<file path="config.mk">
export PLATFORM = sky130hd
export DESIGN_NAME = adder_sum_stage_flat
export DESIGN_NICKNAME = d
export VERILOG_FILES = /design/src/rtl/adder_sum_stage_if.sv /design/src/rtl/adder_sum_stage.sv /design/src/flat_wrapper.sv
export SDC_FILE = /design/constraint.sdc
export NUM_CORES = 1
export LEC_CHECK = 0
export CAP_MARGIN = 20
export CORE_MARGIN = 5
export CORE_UTILIZATION = 47
export DETAILED_ROUTE_END_ITERATION = 8
export GPL_TIMING_DRIVEN = 0
export PLACE_DENSITY_LB_ADDON = 0.1
export SKIP_CTS_REPAIR_TIMING = 1
export SLEW_MARGIN = 20
export SYNTH_ARGS = -nofsm -noshare
export SYNTH_HDL_FRONTEND = slang
export SYNTH_SLANG_ARGS = --single-unit
export TNS_END_PERCENT = 30
</file>
<file path="constraint.sdc">
create_clock -name clk -period 2.82 [get_ports clk]
set_input_delay 0.564 -clock clk [delete_from_list [all_inputs] [get_ports clk]]
set_output_delay 0.564 -clock clk [all_outputs]
set_load 0.03 [all_outputs]
</file>
<file path="src/rtl/adder_sum_stage_if.sv">
// Handshake bundle for the adder sum stage.
// Upstream prefix vectors in, registered sum/flags out.
`ifndef LEN_DATA
`define LEN_DATA 64
`endif

interface adder_sum_stage_if #(
  parameter int WIDTH = `LEN_DATA
);
  logic             in_valid;
  logic             in_ready;
  logic [WIDTH-1:0] g_prefix;
  logic [WIDTH-1:0] p_prefix;
  logic [WIDTH-1:0] p_bit;
  logic             cin;
  logic             out_valid;
  logic             out_ready;
  logic [WIDTH-1:0] sum;
  logic             cout;
  logic             ovf;
  logic             zero;
  logic             neg;

  modport master (
    output in_valid,
    output g_prefix,
    output p_prefix,
    output p_bit,
    output cin,
    output out_ready,
    input  in_ready,
    input  out_valid,
    input  sum,
    input  cout,
    input  ovf,
    input  zero,
    input  neg
  );

  modport slave (
    input  in_valid,
    input  g_prefix,
    input  p_prefix,
    input  p_bit,
    input  cin,
    input  out_ready,
    output in_ready,
    output out_valid,
    output sum,
    output cout,
    output ovf,
    output zero,
    output neg
  );
endinterface

</file>
<file path="src/rtl/adder_sum_stage.sv">
// Final prefix-adder stage: sum, carry and flags,
// registered behind a one-entry skid buffer.
`ifndef LEN_DATA
`define LEN_DATA 64
`endif

module adder_sum_stage #(
  parameter int WIDTH = `LEN_DATA
) (
  input  logic               clk,
  input  logic               rst_n,
  adder_sum_stage_if.slave   bus
);

  typedef struct packed {
    logic [WIDTH-1:0] sum;
    logic             cout;
    logic             ovf;
    logic             zero;
    logic             neg;
  } res_t;

  // {out_valid, skid_valid}; 01 never occurs
  typedef enum logic [1:0] {
    EMPTY = 2'b00,
    ONE   = 2'b10,
    FULL  = 2'b11
  } state_t;

  state_t state_q, state_d;
  res_t   main_q, main_d;
  res_t   skid_q, skid_d;

  logic [WIDTH:0] carry;
  res_t           res;
  logic           skid_valid;
  logic           acc;
  logic           drn;

  assign skid_valid = state_q[0];

  // Carries come straight from the resolved prefix vectors
  always_comb begin
    carry          = '0;
    carry[0]       = bus.cin;
    carry[WIDTH:1] = bus.g_prefix
                   | (bus.p_prefix & {WIDTH{bus.cin}});
    res            = '0;
    res.sum        = bus.p_bit ^ carry[WIDTH-1:0];
    res.cout       = carry[WIDTH];
    res.ovf        = carry[WIDTH] ^ carry[WIDTH-1];
    res.zero       = (res.sum == '0);
    res.neg        = res.sum[WIDTH-1];
  end

  assign acc = bus.in_valid & ~skid_valid;
  assign drn = state_q[1] & bus.out_ready;

  // Slot occupancy and data movement
  always_comb begin
    state_d = state_q;
    main_d  = main_q;
    skid_d  = skid_q;
    unique case (state_q)
      EMPTY: begin
        if (acc) begin
          main_d  = res;
          state_d = ONE;
        end
      end
      ONE: begin
        if (acc && drn) begin
          main_d = res;
        end else if (acc) begin
          skid_d  = res;
          state_d = FULL;
        end else if (drn) begin
          state_d = EMPTY;
        end
      end
      FULL: begin
        if (drn) begin
          main_d  = skid_q;
          state_d = ONE;
        end
      end
      default: begin
        state_d = EMPTY;
      end
    endcase
  end

  // Result slots and occupancy state
  always_ff @(posedge clk or negedge rst_n) begin
    if (!rst_n) begin
      state_q <= EMPTY;
      main_q  <= '0;
      skid_q  <= '0;
    end else begin
      state_q <= state_d;
      main_q  <= main_d;
      skid_q  <= skid_d;
    end
  end

  assign bus.in_ready  = ~skid_valid;
  assign bus.out_valid = state_q[1];
  assign bus.sum       = main_q.sum;
  assign bus.cout      = main_q.cout;
  assign bus.ovf       = main_q.ovf;
  assign bus.zero      = main_q.zero;
  assign bus.neg       = main_q.neg;

endmodule

</file>
<file path="src/flat_wrapper.sv">
// flat-port wrapper written by rule: the top's interface ports become plain ports
module adder_sum_stage_flat 
#(
  parameter int WIDTH = `LEN_DATA
)
  (clk, rst_n, bus_in_valid, bus_g_prefix, bus_p_prefix, bus_p_bit, bus_cin, bus_out_ready, bus_in_ready, bus_out_valid, bus_sum, bus_cout, bus_ovf, bus_zero, bus_neg);
  adder_sum_stage_if #(.WIDTH(WIDTH)) bus_i ();
  input  logic clk;
  input  logic rst_n;
  input wire logic [$bits(bus_i.in_valid)-1:0] bus_in_valid;
  input wire logic [$bits(bus_i.g_prefix)-1:0] bus_g_prefix;
  input wire logic [$bits(bus_i.p_prefix)-1:0] bus_p_prefix;
  input wire logic [$bits(bus_i.p_bit)-1:0] bus_p_bit;
  input wire logic [$bits(bus_i.cin)-1:0] bus_cin;
  input wire logic [$bits(bus_i.out_ready)-1:0] bus_out_ready;
  output wire logic [$bits(bus_i.in_ready)-1:0] bus_in_ready;
  output wire logic [$bits(bus_i.out_valid)-1:0] bus_out_valid;
  output wire logic [$bits(bus_i.sum)-1:0] bus_sum;
  output wire logic [$bits(bus_i.cout)-1:0] bus_cout;
  output wire logic [$bits(bus_i.ovf)-1:0] bus_ovf;
  output wire logic [$bits(bus_i.zero)-1:0] bus_zero;
  output wire logic [$bits(bus_i.neg)-1:0] bus_neg;
  assign bus_i.in_valid = bus_in_valid;
  assign bus_i.g_prefix = bus_g_prefix;
  assign bus_i.p_prefix = bus_p_prefix;
  assign bus_i.p_bit = bus_p_bit;
  assign bus_i.cin = bus_cin;
  assign bus_i.out_ready = bus_out_ready;
  assign bus_in_ready = bus_i.in_ready;
  assign bus_out_valid = bus_i.out_valid;
  assign bus_sum = bus_i.sum;
  assign bus_cout = bus_i.cout;
  assign bus_ovf = bus_i.ovf;
  assign bus_zero = bus_i.zero;
  assign bus_neg = bus_i.neg;
  adder_sum_stage #(.WIDTH(WIDTH)) u_core (.clk(clk), .rst_n(rst_n), .bus(bus_i));
endmodule
</file>
### Word level (Yosys, flattened, before mapping)

Index checks and enable logic that the tools add are counted.

| word-level totals | value |
|---|---|
| register bits | 138 |
| output and inout bits | 70 |
| word-level logic and storage cells | 43 |

| cells by class | value |
|---|---|
| eq/ne operators | 7 |
| mux-type cells | 10 |
| bitwise operators | 8 |
| reductions and logical operators | 7 |

Operators with widths:

| kind | number |
|---|---|
| $mux W68 | 3 |
| $pmux W68 S3 | 1 |
| $and A64 B64 Y64 | 1 |
| $logic_not A64 Y1 | 1 |
| $or A64 B64 Y64 | 1 |
| $xor A64 B64 Y64 | 1 |
| $mux W2 | 5 |
| $reduce_and A4 Y1 | 2 |
| $ne A2 B1 Y1 const B | 3 |
| $pmux W2 S3 | 1 |
| $eq A2 B2 Y1 const B | 2 |
| $ne A3 B1 Y1 const B | 1 |
| $reduce_and A3 Y1 | 1 |
| $reduce_bool A3 Y1 | 1 |
| $and A1 B1 Y1 | 2 |
| $logic_not A2 Y1 | 1 |
| $ne A2 B2 Y1 const B | 1 |
| $not A1 Y1 | 2 |
| $logic_and A1 B1 Y1 | 1 |
| $xor A1 B1 Y1 | 1 |

### Depth between registers and ports, before layout

| logic depth | value |
|---|---|
| word-level depth | 6 |
| mapped depth | 8 |
| gate-level depth less buffers | 6 |

### Worst setup path before layout

Ideal clock, no wire load.

| timing | value |
|---|---|
| kind | reg2reg |
| start point | register u_core.state_q[1] |
| end point | register u_core.main_q (netlist bit u_core.bus.sum[16]) |
| setup time | 0.135 ns |
| data arrival time | 1.867 ns |
| setup slack | 0.818 ns |
| stages on the path, launching flop included | 9 |
| path buffers | 3 |
| period minus slack after synthesis | 2.002 ns |
| cell sequence | dfrtp_1 ha_1 buf_2 a22oi_1 nand3b_1 clkbuf_1 clkbuf_1 nand2_1 o21ai_0 |

| on the way | value |
|---|---|
| cells in the longest elaborated chain, start to end | 4 |
| elaborated cells on any way between the ends | 11 |
| classes of those cells | eq/ne (5); mux (1); bitwise (1); reduce/logical (4) |

RTL lines:

| what | RTL line | text |
|---|---|---|
| start, declared | adder_sum_stage.sv:30 | `state_t state_q, state_d;` |
| start signal, assigned | adder_sum_stage.sv:100 | `state_q <= state_d;` |
| $and A1 B1 Y1 | adder_sum_stage.sv:57 | `assign drn = state_q[1] & bus.out_ready;` |
| $logic_and A1 B1 Y1 | adder_sum_stage.sv:72 | `if (acc && drn) begin` |
| $ne A2 B1 Y1 (no line) | n/a |  |
| $reduce_and A4 Y1 (no line) | n/a |  |
| end signal, assigned | adder_sum_stage.sv:101 | `main_q <= main_d;` |
| end, declared | adder_sum_stage.sv:31 | `res_t main_q, main_d;` |

Parallel ways exist; a longest one is shown, timed or not.
A chain may end at the register's enable or synchronous reset.

### Worst setup path after layout

Ends and elaborated chain as after synthesis.

==> results.ini <==
[drt]
route.detailed.drc=0
wl_per_cell_um=17.7
via_per_inst=5.35
vias=6611
drt_iter0_drc=413
dr.pass1.iters=5
wl_um=21800
detail-route-antenna-nets=0

[cts]
cts.sinks=136
clkTransAtPathRegs_ns=0.05
clk_latency_ns=0.41
cts_buffers=17
clock_path_buffers=2
cts_tree=done
clock-root-buffer=clkbuf_16
ctsHtreeMaxLevel=4

[placed_design]
gp_congestion=0.800
hpwl_um=16300
pre_cts_ws_ns=-0.0922
io_buffers=265
post_dp_cell_area_mm2=0.00949

[sta]
holdWs_ns=0.0586
setup_ws_ns=0.274
min_period_ns=2.55
final.period_utilization=0.903
setup-tns-final_ns=0
max_clock_freq_mhz=393
skew_ns=0.00552
relSlewSlack=0.634
worst_pin_slew_ns=0.549
rsz0062_at_grt=no
slew_violations=0
hold_viol_final=0
setup_viol=0

[layout]
area_growth_pct=52.8
nets=1246
final_cell_area_mm2=0.0101
diodes=0
drive_above_1_share=0.0351

[worst_setup_path]
crit_path_max_fanout=10
crit_required_ns=3.09
rr_startpoint=u_core.state_q[1]$_DFFE_PN0P_
worstSetupEndpointType=register
criticalPathCategory=register to register
startpoint=u_core.state_q[1]$_DFFE_PN0P_
start_kind=register
critPathArrivalTime_ns=2.82

[die]
top_level_ports=267
rows=43
die_y_um=128
start_util=0.476
dieArea_mm2=0.0165
die_w_um=128
core_area_mm2=0.0138

[pwr]
finalPower_w=0.0103
ir_drop_mv=0.578
p_leak_nw=4.36
power_density_mw_per_mm2=1020

[yosys]
synth_edf_count=0
synth_seq_cells=136
yosysWarnings=0
synth_common_cells=137 x nand2_1, 136 x dfrtp_1, 134 x o21ai_0, 131 x a21oi_1, 68 x nor2_1
synthArstFlopShare=1.00
yosysSeqAreaShare=0.517
synthCells=759
synth_top_area_cell=dfrtp_1
syn_nets=961
ys_types=25
avgSynthCellArea_um2=8.67
netlist_area_mm2=0.00658
synth_area_leaders=dfrtp_1 52%, o21ai_0 10%, a21oi_1 10%
yosys.area.top_type_share=0.517
synth_most_common_cell=nand2_1
yosys_most_used_dff=dfrtp_1

[grt]
track_usage=0.262
grt_max_degree=79
grt.overflow.total=0
grt_pass1_wl_um=33800
grt_pass1_vias=6641
antenna_found_initial=0

[outcome]
status=finished, final reports clean

[worst_hold_path]
hold_path_class=input port to asynchronous set/reset pin

[flow_run]
drv_cap=0

==> per-layer routing <==
metal	wire length [um]	GRT usage
met1	8600	0.330
met4	368	0.0824
met2	11000	0.444
met3	1830	0.0677
met5	0	0
==> cell type report <==
cell class              instances  area, um2
inverters                       2       7.51
repair buffers                266       2690
fillers                      1114       3770
well taps                     180        225
flip-flops and latches        136       3400
clock buffers                  28        527
multi-input cells             570       2940
clock inverters                 2       35.0
plain buffers                  51        236
==> cells by family after synthesis <==
| family | count (synthesis) | synth area share |
|---|---|---|
| adders and majority gates | 5 | 0.00951 |
| xor gates and xnor gates | 66 | 0.0878 |
| muxes | 2 | 0.00323 |
| AOI/OAI and AO/OA | 268 | 0.205 |
| DFF | 136 | 0.517 |
| and+or+nand+nor | 229 | 0.140 |
| buffers and inverters | 53 | 0.0369 |
==> layout by cell type, fill, tap and decap left out, drive strengths merged, types with 4 or more instances in the layout <==
cell | netlist | routed
xor2 | 64 | 64
nand4 | 16 | 16
nor2 | 68 | 68
a21oi | 131 | 131
buf | 10 | 12
ha | 5 | 5
clkbuf | 41 | 69
clkdlybuf4s50 | 0 | 264
o21ai | 134 | 134
dfrtp | 136 | 136
nand2 | 137 | 137
nor4 | 4 | 4
==> metrics by stage <==
step / util / std cells
after global routing: 0.727 / 1235
after floorplan: - / 759
final: 0.727 / 1235
after detailed placement: 0.686 / 1205
after global placement: 0.684 / 1204
after CTS: 0.727 / 1235
==> report_power, final <==
part	internal (W)	switching (W)
Clock	0.00134	0.000768
Combinational	0.00178	0.00298
Sequential	0.00290	0.000501
==> state kept, by name, indices dropped and copies added (netlist names) <==
signal	flops
u_core.bus.cout	1
u_core.bus.neg	1
u_core.bus.ovf	1
u_core.bus.sum	63
u_core.bus.zero	1
u_core.skid_q	67
u_core.state_q	2
==> worst max-delay path, stage by stage (launching register included) <==
cell,delay (ns)
dfrtp_1,0.43
ha_1,0.21
buf_2,0.19
a22oi_1,0.24
nand3b_1,0.41
clkbuf_2,0.38
clkbuf_1,0.31
nand2_1,0.14
o21ai_0,0.09
==> final timing paths <==
| check | endpoint | slack, ns | cells past startpoint |
|---|---|---|---|
| worst min register to register | u_core.bus.sum[1]$_DFFE_PN0P_ | 0.48 | 2 |
| min in group clk | u_core.bus.sum[1]$_DFFE_PN0P_ | 0.48 | 2 |
| worst min-delay path | u_core.bus.sum[12]$_DFFE_PN0P_ | 0.06 | 1 |
| max in group asynchronous | u_core.skid_q[43]$_DFFE_PN0P_ | 2.01 | 2 |
| worst max-delay path | u_core.bus.sum[16]$_DFFE_PN0P_ | 0.27 | 8 |
| worst max register to register | u_core.bus.sum[16]$_DFFE_PN0P_ | 0.27 | 8 |
(Power assumes the default switching activity.)
